==> src/rtl/rand_pkg.sv <==
// Purpose : shared FSM encodings, default sizes and mask helper for rand_range_sampler.
// Latency : n/a (types, constants and a pure function only).
// Backpr. : n/a.
package rand_pkg;

  typedef enum logic [1:0] {
    IDLE  = 2'd0,
    FLUSH = 2'd1,
    RUN   = 2'd2
  } state_t;

  localparam int DEF_OUT_W = 8;
  localparam int DEF_DEPTH = 4;
  localparam int STAT_W    = 16;

  // Smears the highest set bit downward, giving the smallest all-ones
  // value that is >= v. Sixteen bits covers the widest legal OUT_W.
  function automatic logic [15:0] smear_ones(input logic [15:0] v);
    logic [15:0] r;
    r = v;
    r = r | (r >> 1);
    r = r | (r >> 2);
    r = r | (r >> 4);
    r = r | (r >> 8);
    return r;
  endfunction

endpackage

==> src/rtl/rand_fifo.sv <==
// Purpose : synchronous FIFO holding accepted samples; head is read straight from storage.
// Latency : a write at edge N is visible at head after edge N when empty.
// Backpr. : writes while full are dropped unless a read happens in the same cycle.
// Ports   : clk, reset (async, active-high), flush, wr_en/wr_data, rd_en,
//           head (entry at read pointer), full, empty.
module rand_fifo
  import rand_pkg::*;
#(
  parameter int DEPTH = DEF_DEPTH,
  parameter int OUT_W = DEF_OUT_W
) (
  input  logic             clk,
  input  logic             reset,
  input  logic             flush,
  input  logic             wr_en,
  input  logic [OUT_W-1:0] wr_data,
  input  logic             rd_en,
  output logic [OUT_W-1:0] head,
  output logic             full,
  output logic             empty
);

  localparam int AW = $clog2(DEPTH);

  logic [OUT_W-1:0] mem [DEPTH];
  logic [AW-1:0]    wr_ptr;
  logic [AW-1:0]    rd_ptr;
  logic [AW:0]      count;
  logic             do_rd;
  logic             do_wr;

  assign full  = (count == (AW+1)'(DEPTH));
  assign empty = (count == '0);
  assign head  = mem[rd_ptr];

  // When full, a same-cycle read frees the slot the write lands in
  // (wr_ptr == rd_ptr), so the pair is legal and count stays put.
  assign do_rd = rd_en && !empty;
  assign do_wr = wr_en && (!full || do_rd);

  always_ff @(posedge clk or posedge reset) begin
    if (reset) begin
      wr_ptr <= '0;
      rd_ptr <= '0;
      count  <= '0;
      for (int i = 0; i < DEPTH; i++) mem[i] <= '0;
    end else if (flush) begin
      wr_ptr <= '0;
      rd_ptr <= '0;
      count  <= '0;
    end else begin
      if (do_wr) begin
        mem[wr_ptr] <= wr_data;
        wr_ptr      <= wr_ptr + 1'b1;
      end
      if (do_rd) rd_ptr <= rd_ptr + 1'b1;
      case ({do_wr, do_rd})
        2'b10:   count <= count + 1'b1;
        2'b01:   count <= count - 1'b1;
        default: count <= count;
      endcase
    end
  end

endmodule

==> src/rtl/rand_range_sampler.sv <==
// Purpose : maps each LFSR word to a uniform integer in [0, limit) by mask-and-reject, buffered in a FIFO.
// Latency : word sampled at edge N in RUN is on out_data/out_valid after edge N if the FIFO was empty.
// Backpr. : out_ready drains the FIFO; when full, accepted words are dropped (the LFSR is never stalled).
// Ports   : clk, reset (async, active-high), rand_in[31:0], cfg_load, limit,
//           out_data/out_valid/out_ready, busy.
// Option  : RAND_STATS_EN adds rej_count and drop_count (16-bit, saturating).
module rand_range_sampler
  import rand_pkg::*;
#(
  parameter int OUT_W = DEF_OUT_W,
  parameter int DEPTH = DEF_DEPTH
) (
  input  logic             clk,
  input  logic             reset,
  input  logic [31:0]      rand_in,
  input  logic             cfg_load,
  input  logic [OUT_W-1:0] limit,
  output logic [OUT_W-1:0] out_data,
  output logic             out_valid,
  input  logic             out_ready,
  output logic             busy
`ifdef RAND_STATS_EN
  ,
  output logic [STAT_W-1:0] rej_count,
  output logic [STAT_W-1:0] drop_count
`endif
);

  state_t           state;
  state_t           state_nxt;
  logic [OUT_W-1:0] limit_reg;
  logic [OUT_W-1:0] mask_reg;
  logic [OUT_W-1:0] mask_new;
  logic [OUT_W-1:0] cand;
  logic [OUT_W-1:0] masked;
  logic             accept;
  logic             wr_en;
  logic             rd_en;
  logic             flush;
  logic             full;
  logic             empty;
  logic             unused_rand_bits;

  assign cand             = rand_in[31 -: OUT_W];
  assign unused_rand_bits = ^rand_in[31-OUT_W:0];

  // limit==0 means the full 2^OUT_W range; otherwise round limit-1 up to
  // an all-ones mask so fewer than half of the masked values are rejected.
  assign mask_new = (limit == '0) ? '1
                                  : OUT_W'(smear_ones(16'(limit - 1'b1)));

  assign masked = cand & mask_reg;
  assign accept = (limit_reg == '0) || (masked < limit_reg);

  // Flushing on the cfg_load edge itself (not only in FLUSH) makes
  // out_valid fall in the cycle right after the pulse.
  assign flush = cfg_load || (state == FLUSH);
  assign wr_en = (state == RUN) && !cfg_load && accept;
  assign rd_en = out_ready && !empty;

  always_ff @(posedge clk or posedge reset) begin
    if (reset) begin
      state     <= IDLE;
      limit_reg <= '0;
      mask_reg  <= '0;
    end else begin
      state <= state_nxt;
      if (cfg_load) begin
        limit_reg <= limit;
        mask_reg  <= mask_new;
      end
    end
  end

  always_comb begin
    state_nxt = state;
    busy      = 1'b0;
    case (state)
      IDLE:    if (cfg_load) state_nxt = FLUSH;
      FLUSH:   state_nxt = cfg_load ? FLUSH : RUN;
      RUN: begin
        busy = 1'b1;
        if (cfg_load) state_nxt = FLUSH;
      end
      default: state_nxt = IDLE;
    endcase
  end

  rand_fifo #(
    .DEPTH (DEPTH),
    .OUT_W (OUT_W)
  ) u_fifo (
    .clk     (clk),
    .reset   (reset),
    .flush   (flush),
    .wr_en   (wr_en),
    .wr_data (masked),
    .rd_en   (rd_en),
    .head    (out_data),
    .full    (full),
    .empty   (empty)
  );

  assign out_valid = !empty;

`ifdef RAND_STATS_EN
  logic rej_evt;
  logic drop_evt;

  assign rej_evt  = (state == RUN) && !cfg_load && !accept;
  assign drop_evt = wr_en && full && !rd_en;

  always_ff @(posedge clk or posedge reset) begin
    if (reset) begin
      rej_count  <= '0;
      drop_count <= '0;
    end else if (state == FLUSH) begin
      rej_count  <= '0;
      drop_count <= '0;
    end else begin
      if (rej_evt && (rej_count != '1))   rej_count  <= rej_count + 1'b1;
      if (drop_evt && (drop_count != '1)) drop_count <= drop_count + 1'b1;
    end
  end
`endif

endmodule

==> config.mk <==
export PLATFORM = sky130hd
export DESIGN_NAME = rand_range_sampler
export DESIGN_NICKNAME = d
export VERILOG_FILES = /design/src/rtl/rand_pkg.sv /design/src/rtl/rand_fifo.sv /design/src/rtl/rand_range_sampler.sv
export SDC_FILE = /design/constraint.sdc
export NUM_CORES = 1
export LEC_CHECK = 0
export BUFFER_PORTS_ARGS = -buffer_cell sky130_fd_sc_hd__buf_2
export CAP_MARGIN = 25
export CORE_MARGIN = 2
export CORE_UTILIZATION = 41
export DETAILED_ROUTE_END_ITERATION = 7
export GPL_TIMING_DRIVEN = 0
export SKIP_LAST_GASP = 1
export SLEW_MARGIN = 5
export SYNTH_ARGS = -nofsm -noshare
export SYNTH_HDL_FRONTEND = slang
export SYNTH_SLANG_ARGS = --single-unit
==> constraint.sdc <==
create_clock -name clk -period 2.8 [get_ports clk]
set_input_delay 0.28 -clock clk [delete_from_list [all_inputs] [get_ports clk]]
set_output_delay 0.28 -clock clk [all_outputs]
set_load 0.02 [all_outputs]
==> impl_metrics.csv <==
group,metric,value,unit
yosys,synthXorXnorAreaFrac,1.746,%
drt,firstDrtPassIters,4,
worst_setup_path,cp.buffers_inverters,0,
sta,fmaxAchievable,367.1,MHz
drt,drt_iter0_markers,59,
power,p_int,1549,uW
yosys,syn_nets,315,
worst_setup_path,end_kind,"flop",
yosys,synth_cell_type_count,39,
power,power.leakage,0.001713,uW
sta,slew_headroom,48.66,%
clocking,cts_max_level,3,
sta,post-route-period-util,97.28,%
worst_setup_path,cpPeakStageDelay,0.38,ns
power,powerDensity,600.6,mW/mm^2
power,pwr-share-seq,44.1,%
drt,via_per_inst,4.924,
yosys,synth_area,0.003010,mm^2
clocking,clk_pin_slew,0.07,ns
power,p_sw_share,28.02,%
clocking,cts_buffers,9,
clocking,clk_latency,0.33,ns
yosys,synthAdderAreaFrac,6.068,%
die,rows,31,
worst_setup_path,worstPathMaxFanout,3,
worst_setup_path,slowest_stage,"dfrtp_1",
die,die_h,89.69,um
yosys,synth.top_cell.area_share,47.38,%
drt,vias,1999,
power,comb_power_share,20.1,%
placed_design,dp_hpwl,4144,um
yosys,synthTopCellsByArea,"dfrtp_1 47%, mux2_1 10%, mux4_2 6.0%, ha_1 5.4%, nand2_1 3.1%",
cells_and_area,finalNetCount,360,
drt,drc,0,
worst_setup_path,startpoint_type,"flop",
grt,grt_pass1_vias,2044,
yosys,ys_seq_elements,57,
min_path,min_path_type,"input pin to flop",
die,die_x,89.69,um
sta,finalCriticalPeriod,2.724,ns
cells_and_area,antennaDiodeCount,0,
worst_setup_path,critical_path_arrival,2.94,ns
clocking,clock-sinks,57,
yosys,synth_top_family_by_area,"multiplexers",
die,initial_core_util,41.95,%
yosys,synth_compound_area_share,7.066,%
drt,ant_nets,0,
grt,globalRouteOverflowTotal,0,
clocking,cts_root_buffer,"clkbuf_8",
sta,slew_violations,0,
die,fp.dieArea,0.008043,mm^2
yosys,yosys_warnings,0,
grt,grt_pass1_wl,9473,um
placed_design,gp_congestion,0.7604,
power,peakVddDrop,0.2921,mV
worst_setup_path,required,3.01,ns
sta,worst_clock_skew,0.008354,ns
power,power,2152,uW
yosys,yosys.area_share.simple,14.13,%
clocking,cts_buffer_depth,2,
drt,wl_per_cell,13.71,um
yosys,synth.area.mux_share,20.24,%
cells_and_area,syn2layout_area_growth,18.99,%
power,p_clk_share,35.7,%
grt,antenna_found_initial,0,
sta,finalSetupTns,0,ns
yosys,ys_seq_area_share,47.38,%
drt,finalWirelength,5568,um
sta,tightest_slew,0.7701,ns
yosys,yosysTopAreaCell,"dfrtp_1",
power,p_sw,602.9,uW
worst_setup_path,path_delay_family,"compound AO/OA/AOI/OAI gates",
cells_and_area,drive_above_1_share,27.04,%
status,status,"complete, no violations",
die,ioPinCount,54,
sta,hold_viol,0,
worst_setup_path,path_cells,"and2_4 -> ha_4 -> nand2b_4 -> o221a_1 -> o311a_4 -> o31a_4 -> fa_2 -> nor2_1 -> o31a_2 -> o21ai_0 -> nor3b_2",
job,drv_cap,0,
grt,grt_max_degree,37,
cells_and_area,largest_reg_flops,32,
yosys,avgSynthCellArea,11.71,um^2
placed_design,numPortBuffers,28,
sta,timing.hold.ws,0.2185,ns
sta,setup_violations,0,
die,core,0.007176,mm^2
grt,grt_usage,15.88,%
yosys,synthCells,257,
worst_setup_path,worst-setup-path-type,"flop to flop",
clocking,cts_tree,"done",
[path summary, 6_finish.rpt]
path	slack (ns)	start	to	depth (start not counted)
max in group asynchronous	1.74	reset	u_fifo.wr_ptr[1]$_DFFE_PP0P_	4
hold / removal	0.22	limit[4]	limit_reg[4]$_DFFE_PP0P_	3
min in group asynchronous	0.51	reset	limit_reg[2]$_DFFE_PP0P_	3
setup reg to reg	0.08	mask_reg[1]$_DFFE_PP0P_	u_fifo.count[2]$_DFFE_PP0P_	11
setup / recovery	0.08	mask_reg[1]$_DFFE_PP0P_	u_fifo.count[2]$_DFFE_PP0P_	11
hold reg to reg	0.48	state[1]$_DFFE_PP0P_	state[0]$_DFFE_PP0P_	1
[cells in the final DEF, fill, tap and decap left out, types with 8 or more instances in the layout]
master / netlist / routed
buf_2: 0 / 28
clkbuf_8: 0 / 10
dfrtp_1: 57 / 57
ha_1: 13 / 12
inv_1: 16 / 15
mux2_1: 28 / 28
mux4_2: 8 / 8
nand2_1: 25 / 25
nor2_1: 12 / 12
o21ai_0: 15 / 15
[metal layers]
metal	vias up	part of all wire (%)	track usage (%)
li1	998	-	-
met1	964	48	20.85
met2	30	47	25.53
met3	7	3.3	5.119
met4	0	1.2	4.071
met5	-	0	0
[area by class of cell]
class,instances,area [um^2]
inverter,16,60.06
multi-input combinational,176,1525
fill,679,3593
buffer,8,41.29
clock inverter,6,67.56
clock buffer,10,137.6
timing repair buffer,34,200.2
sequential,57,1426
tap,99,123.9
[worst min-delay path, delay by kind of cell]
| family | cells | cell delay (ns) |
|---|---|---|
| compound gates | 1 | 0.06 |
| buf+inv | 1 | 0.11 |
| simple gates | 1 | 0.05 |
[cell families (layout without fill, tap and decap cells)]
group,count (synthesis),after routing
and+or+nand+nor,78,78
DFF,57,57
muxes,45,45
AOI/OAI and AO/OA,33,33
buffers and inverters,24,74
adders and majority gates,14,14
xor gates and xnor gates,6,6
[repair_timing]
item,in CTS,in global routing
pin swaps,1,7
hold buffers,1,0
gates resized for setup,8,8
endpoints found under the hold margin,21,0
endpoints found under the setup margin,1,1
setup buffers,1,3
[power by group through the flow]
stage | logic [uW] | clock network, uW | registers [uW]
floorplan | 309 | 0 | 950
global placement | 410 | 0 | 962
detailed placement | 422 | 0 | 966
CTS | 429 | 795 | 950
global route | 482 | 838 | 960
finish | 433 | 769 | 950
[stage by stage]
step | instances | utilization (%) | instance area (um^2) | worst slack, ns
2_1_floorplan | 257 | - | 3010 | 0.1177
3_3_place_gp | 384 | 45.63 | 3274 | -0.1092
3_5_place_dp | 385 | 45.91 | 3294 | -0.1068
4_1_cts | 403 | 49.19 | 3530 | 0.006285
5_1_grt | 406 | 49.92 | 3582 | -0.03060
6_report | 406 | 49.92 | 3582 | 0.07604
[cells in the mapped netlist]
| library cell | instances |
|---|---|
| o21ai_0 | 15 |
| dfrtp_1 | 57 |
| or2_2 | 1 |
| o31ai_1 | 1 |
| a21oi_1 | 7 |
| inv_1 | 16 |
| and2_1 | 2 |
| mux2_2 | 3 |
| mux2i_1 | 2 |
| and2_4 | 1 |
| nor4b_1 | 1 |
| mux2_4 | 4 |
| o221a_1 | 1 |
| o311a_4 | 1 |
| mux4_2 | 8 |
| o31a_1 | 1 |
| xnor2_1 | 3 |
| nor2_1 | 12 |
| nor4_1 | 6 |
| nand2b_1 | 4 |
| xor2_1 | 3 |
| mux2_1 | 28 |
| or3_1 | 3 |
| nor3_4 | 1 |
| and2_0 | 7 |
| nor3b_1 | 2 |
| fa_1 | 1 |
| ha_1 | 13 |
| clkbuf_1 | 7 |
| a31oi_1 | 3 |
| a21boi_0 | 1 |
| buf_8 | 1 |
| o31a_2 | 2 |
| nand2_4 | 4 |
| nor2b_1 | 1 |
| o211ai_1 | 1 |
| nand2_1 | 25 |
| nand3b_1 | 1 |
| nor3_1 | 7 |
No activity file was read; power rests on OpenSTA's default activity.
